### config.mk
export PLATFORM = sky130hd
export DESIGN_NAME = obstacle_spawn_scheduler
export DESIGN_NICKNAME = d
export VERILOG_FILES = /design/src/rtl/obstacle_spawn_scheduler.sv
export SDC_FILE = /design/constraint.sdc
export NUM_CORES = 1
export LEC_CHECK = 0
export CORE_UTILIZATION = 61
export DETAILED_ROUTE_END_ITERATION = 10
export MAX_ROUTING_LAYER = met4
export PLACE_DENSITY = 0.81
export SLEW_MARGIN = 30
export SYNTH_ARGS = -nofsm -noshare
export SYNTH_HDL_FRONTEND = slang
export SYNTH_SLANG_ARGS = --single-unit
### constraint.sdc
create_clock -name clk -period 3.1 [get_ports clk]
set_clock_uncertainty 0.1 [all_clocks]
set_input_delay 0.775 -clock clk [delete_from_list [all_inputs] [get_ports clk]]
set_output_delay 0.775 -clock clk [all_outputs]
set_load 0.01 [all_outputs]
### src/rtl/obstacle_spawn_scheduler.sv
// Obstacle spawn scheduler: paces spawns with a tick-driven gap counter, allocates the lowest free
// slot, offers each spawn over valid/ready and owns the difficulty level and per-move dx.
module obstacle_spawn_scheduler #(
  parameter int unsigned NUM_SLOTS   = 3,
  parameter logic [15:0] LFSR_SEED   = 16'hACE1,
  parameter int unsigned FIRST_GAP   = 60,
  parameter int unsigned MIN_GAP     = 40,
  parameter int unsigned LEVEL_TICKS = 1000,
  parameter int unsigned MAX_LEVEL   = 7,
  parameter int unsigned BASE_DX     = 4
) (
  input  logic                 clk,
  input  logic                 rst,
  input  logic                 run,
  input  logic                 tick,
  input  logic [NUM_SLOTS-1:0] slot_busy,
  input  logic                 spawn_ready,
  output logic                 spawn_valid,
  output logic [1:0]           spawn_slot,
  output logic [1:0]           spawn_type,
  output logic [2:0]           speed_level,
  output logic [4:0]           dx
);

  localparam int unsigned LevelCntW = (LEVEL_TICKS > 1) ? $clog2(LEVEL_TICKS) : 1;
  localparam logic [LevelCntW-1:0] LevelLast = LevelCntW'(LEVEL_TICKS - 1);
  localparam logic [7:0]  FirstGap = 8'(FIRST_GAP);
  localparam logic [7:0]  MinGap   = 8'(MIN_GAP);
  localparam logic [2:0]  MaxLevel = 3'(MAX_LEVEL);
  localparam logic [4:0]  BaseDx   = 5'(BASE_DX);
  localparam logic [15:0] LfsrMask = 16'hB400;

  typedef enum logic [1:0] {StGap, StAlloc, StOffer} state_e;

  state_e                 state_q, state_d;
  logic [7:0]             gap_cnt_q, gap_cnt_d;
  logic [LevelCntW-1:0]   level_cnt_q, level_cnt_d;
  logic [15:0]            lfsr_q, lfsr_d;
  logic                   valid_q, valid_d;
  logic [1:0]             slot_q, slot_d;
  logic [1:0]             type_q, type_d;
  logic [2:0]             speed_level_q, speed_level_d;
  logic [4:0]             dx_q, dx_d;

  logic                   free_found;
  logic [1:0]             free_idx;
  logic [1:0]             raw_type;
  logic [1:0]             sel_type;
  logic [7:0]             gap_reload;

  // Lowest-index free slot wins.
  always_comb begin
    free_found = 1'b0;
    free_idx   = 2'd0;
    for (int unsigned i = 0; i < NUM_SLOTS; i++) begin
      if (!slot_busy[i] && !free_found) begin
        free_found = 1'b1;
        free_idx   = 2'(i);
      end
    end
  end

  // Birds are held back until level 2; they fall back to a small cactus.
  assign raw_type   = lfsr_q[7:6];
  assign sel_type   = (raw_type == 2'd3 && speed_level_q < 3'd2) ? 2'd0 : raw_type;
  assign gap_reload = MinGap + ({2'b00, lfsr_q[5:0]} >> speed_level_q[2:1]);

  always_comb begin
    state_d       = state_q;
    gap_cnt_d     = gap_cnt_q;
    level_cnt_d   = level_cnt_q;
    lfsr_d        = lfsr_q;
    valid_d       = valid_q;
    slot_d        = slot_q;
    type_d        = type_q;
    speed_level_d = speed_level_q;
    dx_d          = dx_q;

    if (run) begin
      lfsr_d = {1'b0, lfsr_q[15:1]} ^ (lfsr_q[0] ? LfsrMask : 16'h0000);

      if (tick) begin
        if (level_cnt_q == LevelLast) begin
          level_cnt_d = '0;
          if (speed_level_q < MaxLevel) begin
            speed_level_d = speed_level_q + 3'd1;
          end
        end else begin
          level_cnt_d = level_cnt_q + LevelCntW'(1);
        end
      end
      dx_d = BaseDx + {2'b00, speed_level_d};

      unique case (state_q)
        StGap: begin
          if (tick) begin
            if (gap_cnt_q <= 8'd1) begin
              gap_cnt_d = 8'd0;
              state_d   = StAlloc;
            end else begin
              gap_cnt_d = gap_cnt_q - 8'd1;
            end
          end
        end
        StAlloc: begin
          if (free_found) begin
            slot_d  = free_idx;
            type_d  = sel_type;
            valid_d = 1'b1;
            state_d = StOffer;
          end
        end
        StOffer: begin
          if (spawn_ready) begin
            valid_d   = 1'b0;
            gap_cnt_d = gap_reload;
            state_d   = StGap;
          end
        end
        default: state_d = StGap;
      endcase
    end
  end

  always_ff @(posedge clk) begin
    if (rst) begin
      state_q       <= StGap;
      gap_cnt_q     <= FirstGap;
      level_cnt_q   <= '0;
      lfsr_q        <= LFSR_SEED;
      valid_q       <= 1'b0;
      slot_q        <= 2'd0;
      type_q        <= 2'd0;
      speed_level_q <= 3'd0;
      dx_q          <= BaseDx;
    end else begin
      state_q       <= state_d;
      gap_cnt_q     <= gap_cnt_d;
      level_cnt_q   <= level_cnt_d;
      lfsr_q        <= lfsr_d;
      valid_q       <= valid_d;
      slot_q        <= slot_d;
      type_q        <= type_d;
      speed_level_q <= speed_level_d;
      dx_q          <= dx_d;
    end
  end

  assign spawn_valid = valid_q;
  assign spawn_slot  = slot_q;
  assign spawn_type  = type_q;
  assign speed_level = speed_level_q;
  assign dx          = dx_q;

endmodule

==> results of run 1 <==
## per-layer routing
metal  GRT usage  wire length [um]  up-vias
li1            -                 -      986
met1       0.342              2180      906
met2       0.374              2070       43
met3      0.0482               238        6
met4      0.0767                59        0
met5           -                 0        -
## layout by cell type (no fill, tap or decap), types with 2 or more instances in the layout
cell type / Yosys / layout
sky130_fd_sc_hd__and2_1: 4 / 4
sky130_fd_sc_hd__dfxtp_1: 45 / 45
sky130_fd_sc_hd__nor4_1: 2 / 2
sky130_fd_sc_hd__a211oi_1: 2 / 2
sky130_fd_sc_hd__a31o_2: 2 / 2
sky130_fd_sc_hd__nor2_1: 24 / 24
sky130_fd_sc_hd__clkbuf_8: 0 / 6
sky130_fd_sc_hd__and3_1: 2 / 2
sky130_fd_sc_hd__a21oi_1: 17 / 17
sky130_fd_sc_hd__xnor2_1: 7 / 7
sky130_fd_sc_hd__o211ai_1: 2 / 2
sky130_fd_sc_hd__ha_1: 5 / 5
sky130_fd_sc_hd__clkdlybuf4s50_1: 0 / 19
sky130_fd_sc_hd__nor3b_1: 3 / 3
sky130_fd_sc_hd__nand2b_1: 6 / 6
sky130_fd_sc_hd__mux2i_1: 11 / 11
sky130_fd_sc_hd__nand3_1: 7 / 7
sky130_fd_sc_hd__and4_1: 4 / 4
sky130_fd_sc_hd__a311oi_1: 3 / 3
sky130_fd_sc_hd__nand4_1: 6 / 6
sky130_fd_sc_hd__xor2_1: 5 / 5
sky130_fd_sc_hd__buf_4: 4 / 6
sky130_fd_sc_hd__nand2_1: 23 / 23
sky130_fd_sc_hd__a211o_1: 11 / 11
sky130_fd_sc_hd__o21ai_0: 7 / 7
sky130_fd_sc_hd__nor2b_1: 9 / 9
sky130_fd_sc_hd__o22ai_1: 2 / 2
sky130_fd_sc_hd__inv_1: 6 / 6
sky130_fd_sc_hd__nor3_1: 12 / 12
## cell families after synthesis
kind of cell | after synthesis
xor gates and xnor gates | 12
AOI/OAI and AO/OA | 57
DFF | 45
muxes | 14
adders and majority gates | 5
other | 1
and+or+nand+nor | 109
buffers and inverters | 26
## power by group
| group | switching (uW) | internal (uW) |
|---|---|---|
| Clock | 200 | 262 |
| Sequential | 18.4 | 597 |
| Combinational | 51.2 | 48.3 |
| Total | 270 | 908 |
## final timing paths
check	end	cells past startpoint	slack, ns	startpoint
max	speed_level[1]	1	0.55	speed_level[1]$_SDFFE_PP0P_
min	spawn_type[0]$_SDFFE_PP0P_	2	0.35	spawn_type[0]$_SDFFE_PP0P_
max reg2reg	gap_cnt_q[4]$_SDFFE_PP1P_	5	1.00	speed_level[2]$_SDFFE_PP0P_
min reg2reg	spawn_type[0]$_SDFFE_PP0P_	2	0.35	spawn_type[0]$_SDFFE_PP0P_
## worst register-to-register path: stages (launching register included)
cell                      delay (ns)
sky130_fd_sc_hd__dfxtp_1        0.62
sky130_fd_sc_hd__mux2i_1        0.29
sky130_fd_sc_hd__o22ai_1        0.13
sky130_fd_sc_hd__ha_1           0.33
sky130_fd_sc_hd__a32o_1         0.21
sky130_fd_sc_hd__a221o_1        0.33
## through the flow
stage	worst slack, ns	hold WS (ns)	utilization	cells	power (uW)
after CTS	0.558	0.355	0.722	330	1180
after floorplan	1.06	0.338	-	269	698
final	0.547	0.352	0.722	330	1180
after global placement	0.513	0.343	0.689	322	726
after detailed placement	0.416	0.344	0.689	322	728
after global routing	0.478	0.396	0.722	330	1220
## layout make-up
cell class	count	area [um2]
Fill cell	270	1020
Timing Repair Buffer	25	235
Inverter	6	22.5
Tap cell	48	60.1
Sequential cell	45	901
Multi-Input combinational cell	198	1310
Clock inverter	2	37.5
Clock buffer	6	82.6
## state kept, by name, indices dropped and copies added (netlist names)
name	count
state_q	2
dx	1
spawn_type	2
gap_cnt_q	8
spawn_valid	1
level_cnt_q	10
speed_level	3
lfsr_q	16
spawn_slot	2
==> PnR_summary.wiki, run 1 <==
{| class="wikitable"
! Metric !! Value
|-
| Synth top area cells || sky130_fd_sc_hd__dfxtp_1 39%, sky130_fd_sc_hd__mux2i_1 4.7%, sky130_fd_sc_hd__a211o_1 4.1%, sky130_fd_sc_hd__nor2_1 3.9%, sky130_fd_sc_hd__nand2_1 3.7%
|-
| Most frequently used cell type in the post-synthesis netlist || sky130_fd_sc_hd__dfxtp_1
|-
| Die area || about 0.0041 mm2
|-
| CP delay by family, top || flip-flops
|-
| Synthesized Nets || 282
|-
| Aggregate routed wire length || between 4 and 5 mm
|-
| Status || completed
|-
| Share of cells above drive strength 1 || 0.0745
|-
| NumNets Final || a little under 300
|-
| Required time of the worst setup path || roughly 2.2 ns
|-
| Final total negative setup slack || 0 ns
|-
| Weighted congestion at the end of routability-driven global placement || roughly 0.9
|-
| Height of the chip || 63.8 um
|-
| DRT Pass-1 Iters || 4
|-
| Htree depth || 2
|-
| FMAX || 392 MHz
|-
| Area share of the leading cell type in the synthesized netlist || 0.387
|-
| Total congestion overflow after global routing || 0
|-
| Num Clock Sinks || 45
|-
| Site Rows || 22
|-
| Final instance area || 0.00264 mm2
|-
| Violation count after the first detailed-routing iteration || ~110
|-
| Adder-cell share of the synthesized area || 0.0269
|-
| Nature of the critical path endpoint || primary output
|-
| Hold violation count in the final report || 0
|-
| HPWL after DPL || 3.25 mm
|-
| Count of instances resized after the clock tree is built || 0
|-
| Main combinational cell family by area after synthesis || simple AND/OR/NAND/NOR gates
|-
| Dominant cell type by area after synthesis || sky130_fd_sc_hd__dfxtp_1
|-
| Commonest cells in the synthesized netlist || 45 x sky130_fd_sc_hd__dfxtp_1, 24 x sky130_fd_sc_hd__nor2_1, 23 x sky130_fd_sc_hd__nand2_1
|-
| Category of the critical setup timing path || register to primary output
|-
| Class of the most critical hold timing path || register to register
|-
| Normalized max-slew margin || 0.503
|-
| Largest stage delay on the critical path || 0.73 ns
|-
| Clock period minus worst slack || 2.55 ns
|-
| Number of max-slew violations in the final report || 0
|-
| Top flip-flop cell by instance count after synthesis || sky130_fd_sc_hd__dfxtp_1
|-
| Clock root buffer || sky130_fd_sc_hd__clkbuf_8
|-
| Clock slew at reported path FFs || about 0.080 ns
|-
| Arrival time at the worst endpoint || 1.68 ns
|-
| Core Footprint || 0.00366 mm2
|-
| Number of synthesized register bits || 45
|-
| Wire length of the first global-routing pass || 7.82 mm
|-
| Power density of the placed cells || 445 mW/mm2
|-
| Cells along the critical path || clkdlybuf4s50_1
|-
| Xor-xnor portion of the synthesized cell area || 0.0452
|-
| Maximum fanout along the worst path || 17
|-
| Via count || 1941
|-
| RSZ-0062 raised after global routing || false
|-
| Leakage power total || 0.000962 uW
|-
| Count of flip-flops with a built-in enable after synthesis || 0
|-
| DRC violation count after routing || 0
|-
| Number of global-route vias before repair || between 1500 and 2000
|-
| Fraction of the cycle the final worst path needs || 0.824
|-
| Final Setup Violations || 0
|-
| Number of warnings issued by yosys || 0
|-
| Layout overhead on the synthesized area || 13.6%
|-
| Number of antenna cells inserted || 0
|-
| Die Wd || between 60 and 70 um
|-
| Total placed instance area || 0.00252 mm2
|-
| Maximum number of pins on one net before global-route repair || 28
|-
| Max-capacitance violation count || 0
|-
| CP Launch Type || register
|-
| Async S/R FF share, synth || 0
|-
| Antenna violations before repair || 0
|-
| Slowest CP cell || sky130_fd_sc_hd__dfxtp_1
|-
| Mean instance size in the synthesized netlist || 8.65 um2
|-
| Worst vdd rail ir drop || 0.000435 V
|-
| Synthesized netlist cell count || ~270
|-
| I/O pin count || 21
|-
| Synth Area in Simple Gates || 0.249
|-
| Clock network latency to the later pin of the worst-skew pair || 0.29 ns
|-
| TritonCTS clock tree || built
|-
| Vias per inst || 5.88
|-
| Post-synthesis compound-gate area fraction || 0.171
|-
| Wire length per cell after detailed routing || 13.8 um
|-
| Port Buffer Count || 19
|-
| Synth Cell Area || about 0.0023 mm2
|-
| Number of distinct library cell variants in the gate-level netlist after synthesis || 52
|-
| Number of routed nets with antenna violations || 0
|-
| Count of hold buffers inserted by post-cts repair || 0
|-
| Sequential fraction of the synthesis area || 0.387
|-
| Multiplexer fraction of the synthesized cell area || 0.0667
|-
| Buffering stage count on the worst path with inverters included || 1
|-
| Starting utilization of the core area || 0.636
|-
| Number of buffers created by CTS || 5
|-
| CTS Buffer Depth || 2
|-
| Transition time at the pin with the least slew margin || 0.739 ns
|-
| GRT Resource Usage Total || 0.250
|-
| Buffer count from post-CTS setup fixing || 0
|}
Power figures use the tool's default switching activity.
==> inputs of run 2 (changes only) <==
--- a/config.mk
+++ b/config.mk
@@ -5,10 +5,10 @@
 export SDC_FILE = /design/constraint.sdc
 export NUM_CORES = 1
 export LEC_CHECK = 0
-export CORE_UTILIZATION = 61
+export CORE_UTILIZATION = 51
 export DETAILED_ROUTE_END_ITERATION = 10
 export MAX_ROUTING_LAYER = met4
-export PLACE_DENSITY = 0.81
+export PLACE_DENSITY = 0.72
 export SLEW_MARGIN = 30
 export SYNTH_ARGS = -nofsm -noshare
 export SYNTH_HDL_FRONTEND = slang
==> constraint.sdc (replaced) <==
create_clock -name clk -period 2.2 [get_ports clk]
set_clock_uncertainty 0.1 [all_clocks]
set_input_delay 0.55 -clock clk [delete_from_list [all_inputs] [get_ports clk]]
set_output_delay 0.55 -clock clk [all_outputs]
set_load 0.01 [all_outputs]
==> PnR_summary.wiki, run 2 (synthesis results as in run 1) <==
{| class="wikitable"
! Metric !! Value
|-
| I/O pin count || 21 (unchanged)
|-
| Required time of the worst setup path || 1.55 ns (-0.67 ns)
|-
| Clock root buffer || sky130_fd_sc_hd__clkbuf_8
|-
| TritonCTS clock tree || built
|-
| Category of the critical setup timing path || register to primary output
|-
| Die Wd || 69.6 um (+9.1%)
|-
| Layout overhead on the synthesized area || 18.2%
|-
| Switching Share || 0.221 (-0.00777)
|-
| Fin Hold WS || 0.355 ns (+0.00315 ns)
|-
| Number of antenna cells inserted || 0 (unchanged)
|-
| Vias per inst || 5.58 (-5.2%)
|-
| Aggregate routed wire length || 4.76 mm (+4.5%)
|-
| Final Setup Violations || 0 (unchanged)
|-
| Core Footprint || 0.00438 mm2 (+20%)
|-
| Violation count after the first detailed-routing iteration || 134 (+24%)
|-
| Clock network latency to the later pin of the worst-skew pair || 0.29 ns (about the same)
|-
| Register-to-register setup slack || 0.27 ns (-0.73 ns)
|-
| Number of max-slew violations in the final report || 0 (unchanged)
|-
| Num Clock Sinks || 45 (unchanged)
|-
| FMAX || 475 MHz
|-
| Most frequent cells in the layout || 44 x sky130_fd_sc_hd__dfxtp_1, 24 x sky130_fd_sc_hd__nor2_1, 23 x sky130_fd_sc_hd__nand2_1, 19 x sky130_fd_sc_hd__clkdlybuf4s50_1
|-
| Hold violation count in the final report || 0 (unchanged)
|-
| Registers with the highest flip-flop counts || lfsr_q (16), level_cnt_q (10), gap_cnt_q (8)
|-
| Final total negative setup slack || 0 ns (unchanged)
|-
| Startpoint of the worst-slack reg-to-reg timing path || gap_cnt_q[0]$_SDFFE_PP0P_
|-
| Total power draw || 1770 uW (+50%)
|-
| Wire length per cell after detailed routing || 13.8 um (about the same)
|-
| Clock slew at reported path FFs || 0.09 ns (about the same)
|-
| Number of buffers created by CTS || 5 (unchanged)
|-
| Via count || 1924 (-0.88%)
|-
| Nature of the critical path endpoint || primary output
|-
| Total internal power || 1370 uW (+51%)
|-
| Wire length of the first global-routing pass || 8.41 mm (+7.6%)
|-
| Depth of the worst register-to-register path || 6 (+1)
|-
| Total net switching power || 391 uW (+45%)
|-
| Total congestion overflow after global routing || 0 (unchanged)
|-
| Clock period minus worst slack || between 2 and 2.5 ns
|-
| Leading cell type in the layout, fill and taps excluded || sky130_fd_sc_hd__dfxtp_1
|-
| NumNets Final || 305 (+3.7%)
|-
| Site Rows || 24 (+9.1%)
|-
| Combinational cell fraction of total power || 0.086 (+0.002)
|-
| Fraction of the cycle the final worst path needs || 0.956
|-
| Height of the chip || 69.6 um (+9.1%)
|-
| Share of cells above drive strength 1 || 0.113 (+0.0382)
|-
| Weighted congestion at the end of routability-driven global placement || 0.838 (-6.4%)
|-
| Maximum number of pins on one net before global-route repair || 21 (-25%)
|-
| Port Buffer Count || 19 (unchanged)
|-
| Setup slack after layout || 0.0962 ns (-0.450 ns)
|-
| Post-Place Setup Slack || 0.0409 ns (-0.375 ns)
|-
| Status || completed
|-
| CP Launch Type || register
|-
| Hold path cells || 2 (unchanged)
|-
| RSZ-0062 raised after global routing || false
|-
| Filler cells || 390 (+44%)
|-
| Worst vdd rail ir drop || 0.000448 V (+3.0%)
|-
| HPWL after DPL || 3.47 mm (+6.6%)
|-
| Htree depth || 2 (unchanged)
|-
| GRT Resource Usage Total || 0.222 (-0.0285)
|-
| Endpoint of the worst hold path || spawn_type[1]$_SDFFE_PP0P_
|-
| Worst reg2reg path endpoint || gap_cnt_q[0]$_SDFFE_PP0P_
|-
| Share of total power in sequential cells || 0.491 (-0.032)
|-
| Leakage power total || 0.00103 uW (+7.0%)
|-
| Reg with most FFs || lfsr_q
|-
| Number of global-route vias before repair || 1741 (+2.8%)
|-
| Power density of the placed cells || 642 mW/mm2 (+44%)
|-
| Starting utilization of the core area || 0.531 (-0.105)
|-
| Count of hold buffers inserted by post-cts repair || 0 (unchanged)
|-
| Class of the most critical hold timing path || register to register
|-
| Fraction of power consumed by the clock network || 0.423 (+0.030)
|-
| Max-capacitance violation count || 0 (unchanged)
|-
| Arrival time at the worst endpoint || 1.45 ns (-0.23 ns)
|-
| CTS Buffer Depth || 2 (unchanged)
|-
| Flip-flop count of the largest register, all copies and words added || 16 (unchanged)
|-
| Hold_sp || spawn_type[1]$_SDFFE_PP0P_
|-
| Number of routed nets with antenna violations || 0 (unchanged)
|-
| DRT Pass-1 Iters || 4 (unchanged)
|-
| Maximum fanout along the worst path || 15 (-2)
|-
| Antenna violations before repair || 0 (unchanged)
|-
| DRC violation count after routing || 0 (unchanged)
|-
| Die area || 0.00484 mm2 (+19%)
|}
==> run 2: cell count changes in the layout (fill, tap and decap cells not counted) <==
| cell | before | now |
|---|---|---|
| sky130_fd_sc_hd__clkbuf_8 | 6 | 5 |
| sky130_fd_sc_hd__inv_6 | 0 | 1 |
| sky130_fd_sc_hd__buf_4 | 6 | 17 |
| sky130_fd_sc_hd__dfxtp_2 | 0 | 1 |
| sky130_fd_sc_hd__bufinv_16 | 1 | 2 |
| sky130_fd_sc_hd__dfxtp_1 | 45 | 44 |
| sky130_fd_sc_hd__clkinvlp_4 | 1 | 0 |
==> run 2: timing repair <==
action	CTS	global route
setup endpoints to repair	0	2
buffers inserted	0	0
gates resized for setup	0	1
==> run 2: how the worst max path moves through the flow <==
stage / startpoint / end
finish: speed_level[2]$_SDFFE_PP0P_ / speed_level[2]
global route: speed_level[2]$_SDFFE_PP0P_ / dx[3]
CTS: speed_level[1]$_SDFFE_PP0P_ / dx[1]
detailed placement: run / gap_cnt_q[5]$_SDFFE_PP1P_
global placement: run / gap_cnt_q[5]$_SDFFE_PP1P_
floorplan: speed_level[1]$_SDFFE_PP0P_ / gap_cnt_q[4]$_SDFFE_PP1P_
==> run 2: per-layer routing <==
| metal | vias to the layer above | share of wire | routed length [um] | global-route usage |
|---|---|---|---|---|
| met3 | 4 | 0.017 | 81 | 0.0320 |
| li1 | 1010 | - | - | - |
| met5 | - | 0 | 0 | - |
| met4 | 0 | 0.0093 | 44 | 0.0703 |
| met2 | 18 | 0.43 | 2070 | 0.319 |
| met1 | 892 | 0.54 | 2560 | 0.321 |
==> run 2: final cells by class <==
type                            instances  area [um2]  share of cell area
Multi-Input combinational cell        198        1310               0.475
Sequential cell                        45         902               0.328
Timing Repair Buffer                   36         318               0.116
Clock buffer                            5        68.8              0.0250
Clock inverter                          3        68.8              0.0250
Tap cell                               52        65.1              0.0237
Inverter                                6        22.5             0.00819
==> run 2: power by group through the flow <==
| stage | sequential [uW] | clock [uW] | combinational (uW) |
|---|---|---|---|
| global placement | 886 | 0 | 147 |
| floorplan | 879 | 0 | 105 |
| CTS | 868 | 764 | 151 |
| finish | 868 | 747 | 151 |
| global route | 872 | 808 | 168 |
| detailed placement | 887 | 0 | 149 |
==> run 2: critical path, cell delays in order, from the launching register on <==
cell	delay [ns]
sky130_fd_sc_hd__dfxtp_1	0.37
sky130_fd_sc_hd__buf_4	0.22
sky130_fd_sc_hd__clkdlybuf4s50_1	0.56
==> run 2: per-stage QoR <==
stage          cell area [um2]  utilization  instances
2_1_floorplan             2330            -        269
3_3_place_gp              2610        0.596        337
3_5_place_dp              2610        0.596        337
4_1_cts                   2750        0.627        345
5_1_grt                   2750        0.627        345
6_report                  2750        0.627        345
